<file path="src/rtl/ucie_ctl_csr_apb_master.sv">
// Protocol-side initiator for the UCIe controller CSR port: one command at a time is
// sequenced through SETUP and ACCESS phases, with a bounded wait for the slave's ready.
module ucie_ctl_csr_apb_master #(
    parameter int ADDR_W         = 8,
    parameter int DATA_W         = 32,
    parameter int TIMEOUT_CYCLES = 16,
    parameter int ERRCNT_W       = 8
) (
    input  logic                i_clk,
    input  logic                i_rst_n,
    input  logic                i_cmd_valid,
    output logic                o_cmd_ready,
    input  logic                i_cmd_wr,
    input  logic [ADDR_W-1:0]   i_cmd_addr,
    input  logic [DATA_W-1:0]   i_cmd_wdata,
    output logic                o_rsp_valid,
    input  logic                i_rsp_ready,
    output logic [DATA_W-1:0]   o_rsp_rdata,
    output logic                o_rsp_err,
    output logic                o_P_Select,
    output logic                o_P_Enable,
    output logic                o_P_WR,
    output logic [ADDR_W-1:0]   o_P_addr,
    output logic [DATA_W-1:0]   o_P_WDATA,
    input  logic                i_P_Ready,
    input  logic [DATA_W-1:0]   i_P_RDATA,
    output logic                o_busy,
    output logic [ERRCNT_W-1:0] o_err_count
);

    localparam int CNT_W = (TIMEOUT_CYCLES > 0) ? $clog2(TIMEOUT_CYCLES + 1) : 1;
    localparam bit TMO_EN = (TIMEOUT_CYCLES != 0);
    localparam logic [CNT_W-1:0] TMO_LIMIT = CNT_W'(TIMEOUT_CYCLES);

    typedef enum logic [1:0] {
        ST_IDLE   = 2'd0,
        ST_SETUP  = 2'd1,
        ST_ACCESS = 2'd2,
        ST_RESP   = 2'd3
    } state_t;

    state_t              state_r;
    state_t              state_s;
    logic [CNT_W-1:0]    tmo_cnt_r;
    logic [CNT_W-1:0]    tmo_cnt_s;
    logic [CNT_W-1:0]    tmo_inc_s;
    logic                cmd_ready_s;
    logic                rsp_valid_s;
    logic [DATA_W-1:0]   rsp_rdata_s;
    logic                rsp_err_s;
    logic                sel_s;
    logic                en_s;
    logic                wr_s;
    logic [ADDR_W-1:0]   addr_s;
    logic [DATA_W-1:0]   wdata_s;
    logic [ERRCNT_W-1:0] err_count_s;

    // Next-state and next-output decode; every output is registered from these values.
    always_comb begin
        state_s     = state_r;
        tmo_cnt_s   = tmo_cnt_r;
        tmo_inc_s   = tmo_cnt_r + CNT_W'(1);
        cmd_ready_s = 1'b0;
        rsp_valid_s = o_rsp_valid;
        rsp_rdata_s = o_rsp_rdata;
        rsp_err_s   = o_rsp_err;
        sel_s       = 1'b0;
        en_s        = 1'b0;
        wr_s        = o_P_WR;
        addr_s      = o_P_addr;
        wdata_s     = o_P_WDATA;
        err_count_s = o_err_count;
        case (state_r)
            ST_IDLE: begin
                if (i_cmd_valid) begin
                    state_s   = ST_SETUP;
                    tmo_cnt_s = {CNT_W{1'b0}};
                    sel_s     = 1'b1;
                    wr_s      = i_cmd_wr;
                    addr_s    = i_cmd_addr;
                    wdata_s   = i_cmd_wdata;
                end else begin
                    cmd_ready_s = 1'b1;
                end
            end
            ST_SETUP: begin
                state_s = ST_ACCESS;
                sel_s   = 1'b1;
                en_s    = 1'b1;
            end
            ST_ACCESS: begin
                // Ready takes priority over a timeout landing on the same edge.
                if (i_P_Ready) begin
                    state_s     = ST_RESP;
                    rsp_valid_s = 1'b1;
                    rsp_rdata_s = o_P_WR ? {DATA_W{1'b0}} : i_P_RDATA;
                    rsp_err_s   = 1'b0;
                end else if (TMO_EN && (tmo_inc_s == TMO_LIMIT)) begin
                    state_s     = ST_RESP;
                    tmo_cnt_s   = tmo_inc_s;
                    rsp_valid_s = 1'b1;
                    rsp_rdata_s = {DATA_W{1'b0}};
                    rsp_err_s   = 1'b1;
                    err_count_s = (o_err_count == {ERRCNT_W{1'b1}}) ?
                                  o_err_count : o_err_count + ERRCNT_W'(1);
                end else begin
                    tmo_cnt_s = TMO_EN ? tmo_inc_s : tmo_cnt_r;
                    sel_s     = 1'b1;
                    en_s      = 1'b1;
                end
            end
            ST_RESP: begin
                if (i_rsp_ready) begin
                    state_s     = ST_IDLE;
                    rsp_valid_s = 1'b0;
                    cmd_ready_s = 1'b1;
                end else begin
                    state_s = ST_RESP;
                end
            end
            default: begin
                state_s     = ST_IDLE;
                rsp_valid_s = 1'b0;
                cmd_ready_s = 1'b1;
            end
        endcase
    end

    // State, timeout counter and all registered outputs.
    always_ff @(posedge i_clk or negedge i_rst_n) begin
        if (!i_rst_n) begin
            state_r     <= ST_IDLE;
            tmo_cnt_r   <= {CNT_W{1'b0}};
            o_cmd_ready <= 1'b1;
            o_rsp_valid <= 1'b0;
            o_rsp_rdata <= {DATA_W{1'b0}};
            o_rsp_err   <= 1'b0;
            o_P_Select  <= 1'b0;
            o_P_Enable  <= 1'b0;
            o_P_WR      <= 1'b0;
            o_P_addr    <= {ADDR_W{1'b0}};
            o_P_WDATA   <= {DATA_W{1'b0}};
            o_busy      <= 1'b0;
            o_err_count <= {ERRCNT_W{1'b0}};
        end else begin
            state_r     <= state_s;
            tmo_cnt_r   <= tmo_cnt_s;
            o_cmd_ready <= cmd_ready_s;
            o_rsp_valid <= rsp_valid_s;
            o_rsp_rdata <= rsp_rdata_s;
            o_rsp_err   <= rsp_err_s;
            o_P_Select  <= sel_s;
            o_P_Enable  <= en_s;
            o_P_WR      <= wr_s;
            o_P_addr    <= addr_s;
            o_P_WDATA   <= wdata_s;
            o_busy      <= (state_s != ST_IDLE);
            o_err_count <= err_count_s;
        end
    end

endmodule

</file>
<file path="config.mk">
export PLATFORM = sky130hd
export DESIGN_NAME = ucie_ctl_csr_apb_master
export DESIGN_NICKNAME = d
export VERILOG_FILES = /design/src/rtl/ucie_ctl_csr_apb_master.sv
export SDC_FILE = /design/constraint.sdc
export NUM_CORES = 1
export LEC_CHECK = 0
export BUFFER_PORTS_ARGS = -buffer_cell sky130_fd_sc_hd__buf_2
export CORE_UTILIZATION = 51
export DETAILED_ROUTE_END_ITERATION = 6
export PLACE_DENSITY = 0.85
export SYNTH_ARGS = -nofsm -noshare
export SYNTH_HDL_FRONTEND = slang
export SYNTH_SLANG_ARGS = --single-unit
export TNS_END_PERCENT = 1
</file>
<file path="constraint.sdc">
create_clock -name i_clk -period 4.8 [get_ports i_clk]
set_clock_uncertainty 0.1 [all_clocks]
set_input_delay 0.48 -clock i_clk [delete_from_list [all_inputs] [get_ports i_clk]]
set_output_delay 0.48 -clock i_clk [all_outputs]
set_load 0.01 [all_outputs]
</file>
==> reports/metrics.yaml, run 1 <==
status: "complete, no violations"
syn_to_final_growth_pct: 28.1
synth.ff_latch_count: 94
place.gp.congestion: 0.831
grt_pass1_vias: 2757
core.rowCount: 31
ys_types: 45
setup_tns_ns: 0
worst_slew_pin_slew_ns: 1.27
relSlewSlack_pct: 15.3
wl_met3_microns: 557
nets: 522
io_buffer_count: 164
drt-vias-per-instance: 5.30
setup_viol: 0
grt_max_degree: 60
synthFlopType: "dfrtp_1"
wl_met2_microns: 4120
avgSynthCellArea_sq_um: 14.1
final_area_sq_mm: 0.00490
syn_inst: 272
timing.fmax_mhz: 370
syn_area_sq_mm: 0.00382
ctsResizeCount: 0
postCtsSetupBuffers: 0
vias: 2860
yosysSeqAreaShare_pct: 61.6
peakVddDrop_uv: 275
postSynth.asyncResetShare_pct: 100
power.density_mw_per_mm2: 588
path_clk_slew_ns: 0.10
worstPathArrival_ns: 2.89
most-common-layout-cells: "163 x buf_2, 93 x dfrtp_1, 42 x mux2_2"
drv_cap: 0
grt_pass1_wl_microns: 12600
ctsRootBufferMaster: "clkbuf_8"
wl_met1_microns: 3500
drive_gt1_share_pct: 53.3
hold_violations: 0
die_area_sq_mm: 0.00785
cp-start-kind: "flop"
synth_top_area_cell: "dfrtp_1"
clock-sinks: 94
numCtsBuffers: 9
period_share_pct: 56.2
synth_fp_nets: 358
ant_nets: 0
worst-endpoint-required_ns: 4.99
antenna_found_initial: 0
core_sq_mm: 0.00725
route.detailed.drc: 0
routed_wl_microns: 8300
slew_viol_final: 0
period_minus_slack_ns: 2.70
ys_warn_count: 0
clock_latency_ns: 0.35
layout_commonest_cell: "buf_2"
cts_tree: "done"
cp-end-kind: "flop"
antenna_cells: 0
gr-usage-all-layers_pct: 21.0
cts.path.max_buffers: 2
top_layer: "met4"
total_leakage_power_nw: 2.57
start_util_pct: 52.7
crit_fanout: 32
grt_overflow_total: 0
yosys-top-cells-area: "dfrtp_1 61%, mux2_2 12%, a22o_1 8.2%"
synth_edf_count: 0
drt_iter0_markers: 124
critical_path_class: "reg -> reg"
place_hpwl_microns: 5950
hold_path.class: "in -> reg"
yosys.area.top_type_share_pct: 60.9
die_h_microns: 88.6
dpl-instance-area_sq_mm: 0.00471
drt-wirelength-per-cell_microns: 15.4
io_pins: 165
fp.dieW_microns: 88.6
h-tree-depth: 3
dr.pass1.iters: 6
rsz0062_at_grt: "false"
[final timing paths]
check / startpoint / endpoint / slack [ns] / depth (start not counted)
worst min register to register: o_err_count[6] / o_err_count[6] / 0.39 / 1
worst max register to register: state_r[0] / o_rsp_rdata[7] / 2.10 / 5
worst min-delay path: i_P_RDATA[9] / o_rsp_rdata[9] / 0.24 / 2
min in group asynchronous: i_rst_n / o_err_count[6] / 0.50 / 2
max in group asynchronous: i_rst_n / o_rsp_rdata[24] / 3.04 / 3
worst max-delay path: state_r[0] / o_rsp_rdata[7] / 2.10 / 5
[critical path: stages, from the launching register on]
cell     delay [ns]
dfrtp_1        0.46
inv_1          0.14
ha_1           0.51
nand2_1        0.14
nor2_2         0.97
a22o_1         0.30
[layout make-up]
cell class / instances / area (sq um)
fillers: 552 / 2360
clock buffers: 9 / 124
multi-input cells: 160 / 1380
clock inverters: 7 / 57.6
well taps: 99 / 124
repair buffers: 166 / 841
flip-flops and latches: 94 / 2350
inverters: 5 / 18.8
[layer usage]
layer  track usage [%]  up-vias
met1              24.1     1410
met5                 0        -
li1                  -     1323
met2              37.4      117
met3              5.13       10
met4              9.24        0
[cells in the mapped netlist (2+ instances only)]
cell type	count
nor2_1	5
nand2_1	11
o21ai_0	2
buf_6	3
clkbuf_1	5
inv_1	5
a21oi_1	8
mux2_2	42
a21o_1	4
xnor2_1	4
nor2b_1	3
dfrtp_1	93
nor3_1	4
ha_1	8
and3_1	3
buf_2	3
nand4_1	5
nand3_1	2
a22o_1	36
[metrics by stage]
| step | total power, mW | utilization, % | setup slack [ns] | instances | hold WS [ns] |
|---|---|---|---|---|---|
| 3_5_place_dp | 2.41 | 64.9 | 2.16 | 523 | 0.359 |
| 5_1_grt | 3.07 | 67.5 | 1.89 | 540 | 0.233 |
| 3_3_place_gp | 2.35 | 64.9 | 2.30 | 523 | 0.346 |
| 6_report | 2.88 | 67.5 | 2.10 | 540 | 0.240 |
| 2_1_floorplan | 1.96 | - | 2.93 | 272 | 0.0844 |
| 4_1_cts | 2.90 | 67.5 | 2.13 | 540 | 0.219 |
[cell families after synthesis]
logic type	Yosys count	synth area share, %
DFF	94	61.6
AOI/OAI and AO/OA	59	12.5
and+or+nand+nor	45	7.04
muxes	43	12.7
buffers and inverters	18	2.49
adders and majority gates	8	2.62
xor gates and xnor gates	5	1.15
[state kept, by name (all words and copies together) (netlist names), 2 cells and up]
| signal | flops |
|---|---|
| o_rsp_rdata | 32 |
| o_err_count | 8 |
| state_r | 2 |
| o_P_WDATA | 32 |
| o_P_addr | 8 |
| tmo_cnt_r | 5 |
[what timing repair did]
action	in CTS	in global routing
hold buffers	1	0
endpoints found under the setup margin	0	0
hold endpoints to repair	34	0
[report_power, final]
part / total, mW / internal (mW) / switching, mW
combinational: 1.12 / 0.558 / 0.561
clock: 0.484 / 0.195 / 0.289
sequential: 1.28 / 1.10 / 0.173
No activity file was read; power rests on OpenSTA's default activity.
==> run 2, diff against run 1 <==
--- a/config.mk
+++ b/config.mk
@@ -6,9 +6,9 @@
 export NUM_CORES = 1
 export LEC_CHECK = 0
 export BUFFER_PORTS_ARGS = -buffer_cell sky130_fd_sc_hd__buf_2
-export CORE_UTILIZATION = 51
+export CORE_UTILIZATION = 47
 export DETAILED_ROUTE_END_ITERATION = 6
-export PLACE_DENSITY = 0.85
+export PLACE_DENSITY = 0.79
 export SYNTH_ARGS = -nofsm -noshare
 export SYNTH_HDL_FRONTEND = slang
 export SYNTH_SLANG_ARGS = --single-unit
==> constraint.sdc (replaced) <==
create_clock -name i_clk -period 2.5 [get_ports i_clk]
set_clock_uncertainty 0.1 [all_clocks]
set_input_delay 0.25 -clock i_clk [delete_from_list [all_inputs] [get_ports i_clk]]
set_output_delay 0.25 -clock i_clk [all_outputs]
set_load 0.01 [all_outputs]
==> run 2 against run 1 <==
  * Flip-flop and latch count stayed put
  * Sequential share of layout area is 1.0 points lower
  * Combinational power rose by 95%
  * Register-to-register slack worse by 1.9 ns
  * Hold slack worse by 0.22 ns
  * Global-route usage fell by 1.2 points
  * Setup slack lost 1.9 ns
  * Sequential power increased by 91%
  * Final cell count grew 1.7%
  * Non-clock buffer count increased by 6
  * Critical path depth unchanged
  * Count of clock-buffer cells in the layout rose by 1
  * Critical path type unchanged
  * Critical endpoint is now o_rsp_rdata[9]
  * Highest routed layer unchanged
==> reports/metrics.yaml, run 2 (synthesized netlist as in run 1, its figures left out) <==
ctsRootBufferMaster: "clkbuf_8"
hold_path.class: "in -> reg"
peakVddDrop_uv: 609  # +120%
antenna_cells: 0  # unchanged
grt_pass1_vias: 2807  # +1.8%
slew_viol_final: 0  # unchanged
setup_ws_ns: 0.230  # -1.87 ns
critical_path_class: "reg -> reg"
timing.fmax_mhz: 441  # +19%
pwr-share-clk_pct: 19.1  # +2.3 points
cpPeakStageDelay_ns: 0.94  # -0.03 ns
power_switching_mw: 1.93  # +89%
vias: 2813  # -1.6%
routed_wl_microns: 8270  # -0.33%
drv_cap: 0  # unchanged
io_pins: 165  # unchanged
worst-path-buf-inv: 1  # unchanged
total_leakage_power_nw: 2.62  # +2.0%
most-common-layout-cells: "163 x buf_2, 93 x dfrtp_1, 42 x mux2_2"
drt-vias-per-instance: 5.12  # -3.3%
fp.dieW_microns: 92.2  # +4.1%
grt_pass1_wl_microns: 13200  # +4.9%
power.density_mw_per_mm2: 1140  # +95%
post-place-ws_ns: 0.229  # -1.93 ns
setup_viol: 0  # unchanged
ant_nets: 0  # unchanged
p_sw_share_pct: 33.8  # -1.7 points
postCtsSetupBuffers: 0  # unchanged
drive_gt1_share_pct: 53.5  # +0.18 points
setup_tns_ns: 0  # unchanged
h-tree-depth: 3  # unchanged
top_regs: "o_P_WDATA x32, o_rsp_rdata x32"
cp-start-kind: "flop"
critPathTopFamily: "simple AND/OR/NAND/NOR gates"
route.detailed.drc: 0  # unchanged
place.gp.congestion: 0.774  # -6.9%
gr-usage-all-layers_pct: 19.8  # -1.2 points
rsz0062_at_grt: "false"
layout_commonest_cell: "buf_2"
drt-wirelength-per-cell_microns: 15.1  # -2.0%
finish.utilization_pct: 64.1  # -3.5 points
antenna_found_initial: 0  # unchanged
cts_tree: "done"
status: "complete, no violations"
crit_fanout: 32  # unchanged
power.internal_mw: 3.79  # +100%
nets: 528  # +1.1%
comb_power_share_pct: 38.1  # -0.8 points
place_hpwl_microns: 6130  # +3.2%
power.share.sequential_pct: 42.8  # -1.5 points
cp-end-kind: "flop"
path_clk_slew_ns: 0.10  # about the same
start_util_pct: 49.0  # -3.7 points
hold_violations: 0  # unchanged
drt_iter0_markers: 98  # -21%
grt_overflow_total: 0  # unchanged
numCtsBuffers: 9  # unchanged
clock-sinks: 94  # unchanged
final_area_sq_mm: 0.00500  # +2.1%
io_buffer_count: 164  # unchanged
core.rowCount: 32  # +3.2%
path_cells: "inv_1, ha_1, nand2_1, nor2_2, a22o_1"
die_area_sq_mm: 0.00850  # +8.3%
worstPathArrival_ns: 2.44  # -0.45 ns
critical_path.slowest_cell: "nor2_2"
core_sq_mm: 0.00781  # +7.6%
worst_slew_pin_slew_ns: 1.26  # -0.00534 ns
syn_to_final_growth_pct: 30.8
die_h_microns: 92.2  # +4.1%
grt_max_degree: 51  # -15%
worst-endpoint-required_ns: 2.67  # -2.32 ns
dr.pass1.iters: 4  # -2
relSlewSlack_pct: 15.7  # +0.36 points
cts.path.max_buffers: 2  # unchanged
clock_latency_ns: 0.34  # about the same
period_share_pct: 90.8  # +35 points
period_minus_slack_ns: 2.27  # -0.430 ns
dpl-instance-area_sq_mm: 0.00476  # +1.1%
hold-worst-slack_ns: 0.0170  # -0.223 ns
==> run 2: cell count changes in the layout (fill, tap and decap cells not counted), sizes merged <==
cell	change
clkinvlp	-1
inv	-2
clkbuf	+1
dlygate4sd3	+1
buf	+5
bufinv	+2
==> run 2: final cells by class <==
class	instances	area, sq um
clock buffers	10	128
clock inverters	6	93.8
fillers	621	2810
inverters	5	18.8
multi-input cells	160	1380
flip-flops and latches	94	2350
well taps	102	128
repair buffers	172	901
==> run 2: worst register-to-register path: stages, from the launching register on <==
cell	delay [ns]
dfrtp_1	0.45
inv_1	0.13
ha_1	0.20
nand2_1	0.07
nor2_2	0.94
a22o_1	0.31
==> run 2: repair_timing <==
action | CTS | global route
gates resized for setup | 0 | 0
setup endpoints to repair | 0 | 0
hold buffers | 1 | 1
endpoints found under the hold margin | 47 | 1
==> run 2: power groups by stage <==
stage	Combinational [mW]	Sequential [mW]	Clock, mW
floorplan	1.05	2.72	0
global placement	2.13	2.45	0
global route	2.37	2.52	1.18
finish	2.18	2.45	1.09
CTS	2.21	2.45	1.13
detailed placement	2.20	2.47	0
==> run 2: path summary, 6_finish.rpt <==
path | to | start | cells past startpoint | slack [ns]
worst max-delay path | o_rsp_rdata[9] | state_r[0] | 5 | 0.23
worst min-delay path | o_rsp_rdata[14] | i_P_RDATA[14] | 2 | 0.02
worst max register to register | o_rsp_rdata[9] | state_r[0] | 5 | 0.23
worst min register to register | o_rsp_rdata[21] | o_rsp_rdata[21] | 1 | 0.40
max in group asynchronous | tmo_cnt_r[1] | i_rst_n | 3 | 1.30
min in group asynchronous | o_rsp_rdata[17] | i_rst_n | 2 | 0.35
==> run 2: metrics by stage <==
| step | total power [mW] | cells |
|---|---|---|
| global placement | 4.58 | 531 |
| CTS | 5.78 | 548 |
| global route | 6.07 | 549 |
| finish | 5.72 | 549 |
| detailed placement | 4.67 | 531 |
| floorplan | 3.77 | 272 |
==> run 2: routing by layer <==
metal	vias up	global-route usage, %	routed length [microns]
li1	1331	-	-
met1	1350	25.2	3570
met2	120	32.3	4000
met3	12	4.89	559
met4	0	8.46	138
met5	-	0	0
==> run 3, diff against run 2 <==
--- a/config.mk
+++ b/config.mk
@@ -9,6 +9,7 @@
 export CORE_UTILIZATION = 47
 export DETAILED_ROUTE_END_ITERATION = 6
 export PLACE_DENSITY = 0.79
+export REMOVE_ABC_BUFFERS = 1
 export SYNTH_ARGS = -nofsm -noshare
 export SYNTH_HDL_FRONTEND = slang
 export SYNTH_SLANG_ARGS = --single-unit
==> run 3 against run 2 <==
  * Critical path depth unchanged
  * Clock power down 12%
  * First-iteration DRC count down 11%
  * Sequential share of layout area up 0.11 points
==> reports/metrics.yaml, run 3 (synthesized netlist as in run 1, its figures left out) <==
setup_tns_ns: 0  # unchanged
drt-vias-per-instance: 5.15  # +0.43%
io_pins: 165  # unchanged
status: "complete, no violations"
antenna_cells: 0  # unchanged
grt_pass1_wl_microns: 13600  # +2.6%
h-tree-depth: 3  # unchanged
cts_tree: "done"
place.gp.congestion: 0.737  # -4.8%
antenna_found_initial: 0  # unchanged
postCtsSetupBuffers: 0  # unchanged
gr-usage-all-layers_pct: 20.6  # +0.76 points
drive_gt1_share_pct: 52.7  # -0.78 points
top_regs: "o_P_WDATA x32, o_rsp_rdata x32"
grt_overflow_total: 0  # unchanged
multiInputGateArea_sq_mm: 0.00138  # -0.18%
period_minus_slack_ns: 2.00  # -0.274 ns
cp-end-kind: "flop"
grt_pass1_vias: 2735  # -2.6%
ctsRootBufferMaster: "clkbuf_8"
total_leakage_power_nw: 2.61  # -0.54%
syn_to_final_growth_pct: 30.5
finish.utilization_pct: 63.9  # -0.14 points
relSlewSlack_pct: 58.6  # +43 points
worstPathArrival_ns: 2.13  # -0.31 ns
grt_max_degree: 54  # +5.9%
core.rowCount: 32  # unchanged
nets: 529  # +0.19%
hold_buffers: 5  # +4
crit_fanout: 32  # unchanged
numCtsBuffers: 9  # unchanged
core_sq_mm: 0.00781  # unchanged
cts.path.max_buffers: 2  # unchanged
rsz0062_at_grt: "false"
start_util_pct: 49.0  # unchanged
worst_slew_pin_slew_ns: 0.619  # -0.644 ns
timing.fmax_mhz: 501  # +14%
hold_path.class: "in -> reg"
worst-endpoint-required_ns: 2.63  # -0.04 ns
place_hpwl_microns: 6060  # -1.3%
route.detailed.drc: 0  # unchanged
clock_latency_ns: 0.34  # about the same
critical_path_class: "reg -> reg"
power.density_mw_per_mm2: 1120  # -2.1%
period_share_pct: 79.8  # -11 points
clock-sinks: 94  # unchanged
ctsResizeCount: 0  # unchanged
ant_nets: 0  # unchanged
dr.pass1.iters: 4  # unchanged
fp.dieW_microns: 92.2  # unchanged
most-common-layout-cells: "163 x buf_2, 93 x dfrtp_1, 42 x mux2_2"
peakVddDrop_uv: 569  # -6.5%
layout_commonest_cell: "buf_2"
drv_cap: 0  # unchanged
num-fill-cells: 611  # -1.6%
vias: 2820  # +0.25%
drt_iter0_markers: 87  # -11%
path_clk_slew_ns: 0.09  # about the same
die_area_sq_mm: 0.00850  # unchanged
cp-start-kind: "flop"
setup_viol: 0  # unchanged
routed_wl_microns: 8480  # +2.5%
drt-wirelength-per-cell_microns: 15.5  # +2.7%
regArea_sq_mm: 0.00235  # unchanged
die_h_microns: 92.2  # unchanged
hold_violations: 0  # unchanged
reg2reg_slack_ns: 0.50  # +0.27 ns
io_buffer_count: 164  # unchanged
slew_viol_final: 0  # unchanged
## run 3: changes by cell type in the layout (fill, tap and decap cells not counted)
| cell | before | now |
|---|---|---|
| nand2_1 | 10 | 11 |
| buf_12 | 1 | 2 |
| clkinv_4 | 2 | 0 |
| nand2_2 | 2 | 1 |
| clkinvlp_4 | 1 | 3 |
| dlygate4sd3_1 | 2 | 5 |
| buf_4 | 6 | 3 |
| bufinv_16 | 2 | 1 |
| clkbuf_1 | 1 | 0 |
## run 3: path summary, 6_finish.rpt
check,startpoint,cells after the start,endpoint
min in group asynchronous,i_rst_n,2,o_P_WDATA[29]
min reg2reg,o_rsp_rdata[20],1,o_rsp_rdata[20]
max in group asynchronous,i_rst_n,3,o_cmd_ready
max reg2reg,tmo_cnt_r[0],5,o_rsp_rdata[23]
min,i_P_RDATA[30],2,o_rsp_rdata[30]
max,tmo_cnt_r[0],5,o_rsp_rdata[23]
## run 3: final cells by class
type	count	area share, %
inverters	5	0.376
clock inverters	5	1.23
multi-input cells	160	27.6
repair buffers	173	18.6
flip-flops and latches	94	47.2
well taps	102	2.56
clock buffers	9	2.48
## run 3: through the flow
step	hold slack, ns	setup slack, ns	std cells	cell area, sq um	power, mW
finish	0.0225	0.504	548	4990	5.59
global route	0.00524	0.319	548	4990	5.96
CTS	0.00105	0.508	548	4990	5.65
detailed placement	0.159	0.526	529	4750	4.66
global placement	0.156	0.626	529	4750	4.57
floorplan	-0.146	0.0184	259	3750	3.72
## run 3: critical path, cell delays in order, from the launching register on
cell and delay (ns):
dfrtp_1 0.46, ha_1 0.29, nand2_1 0.13, o21ai_2 0.18, nand2_2 0.38, a22o_1 0.33
## run 3: per-layer routing
layer / wire (microns) / GRT usage [%] / vias to the layer above
li1: - / - / 1335
met1: 3600 / 26.9 / 1385
met2: 4340 / 33.8 / 90
met3: 419 / 4.64 / 10
met4: 119 / 7.29 / 0
met5: 0 / 0 / -
## run 3: power breakdown
part	switching (mW)	internal [mW]	total (mW)
combinational	1.09	1.10	2.19
sequential	0.314	2.12	2.43
clock	0.509	0.455	0.964
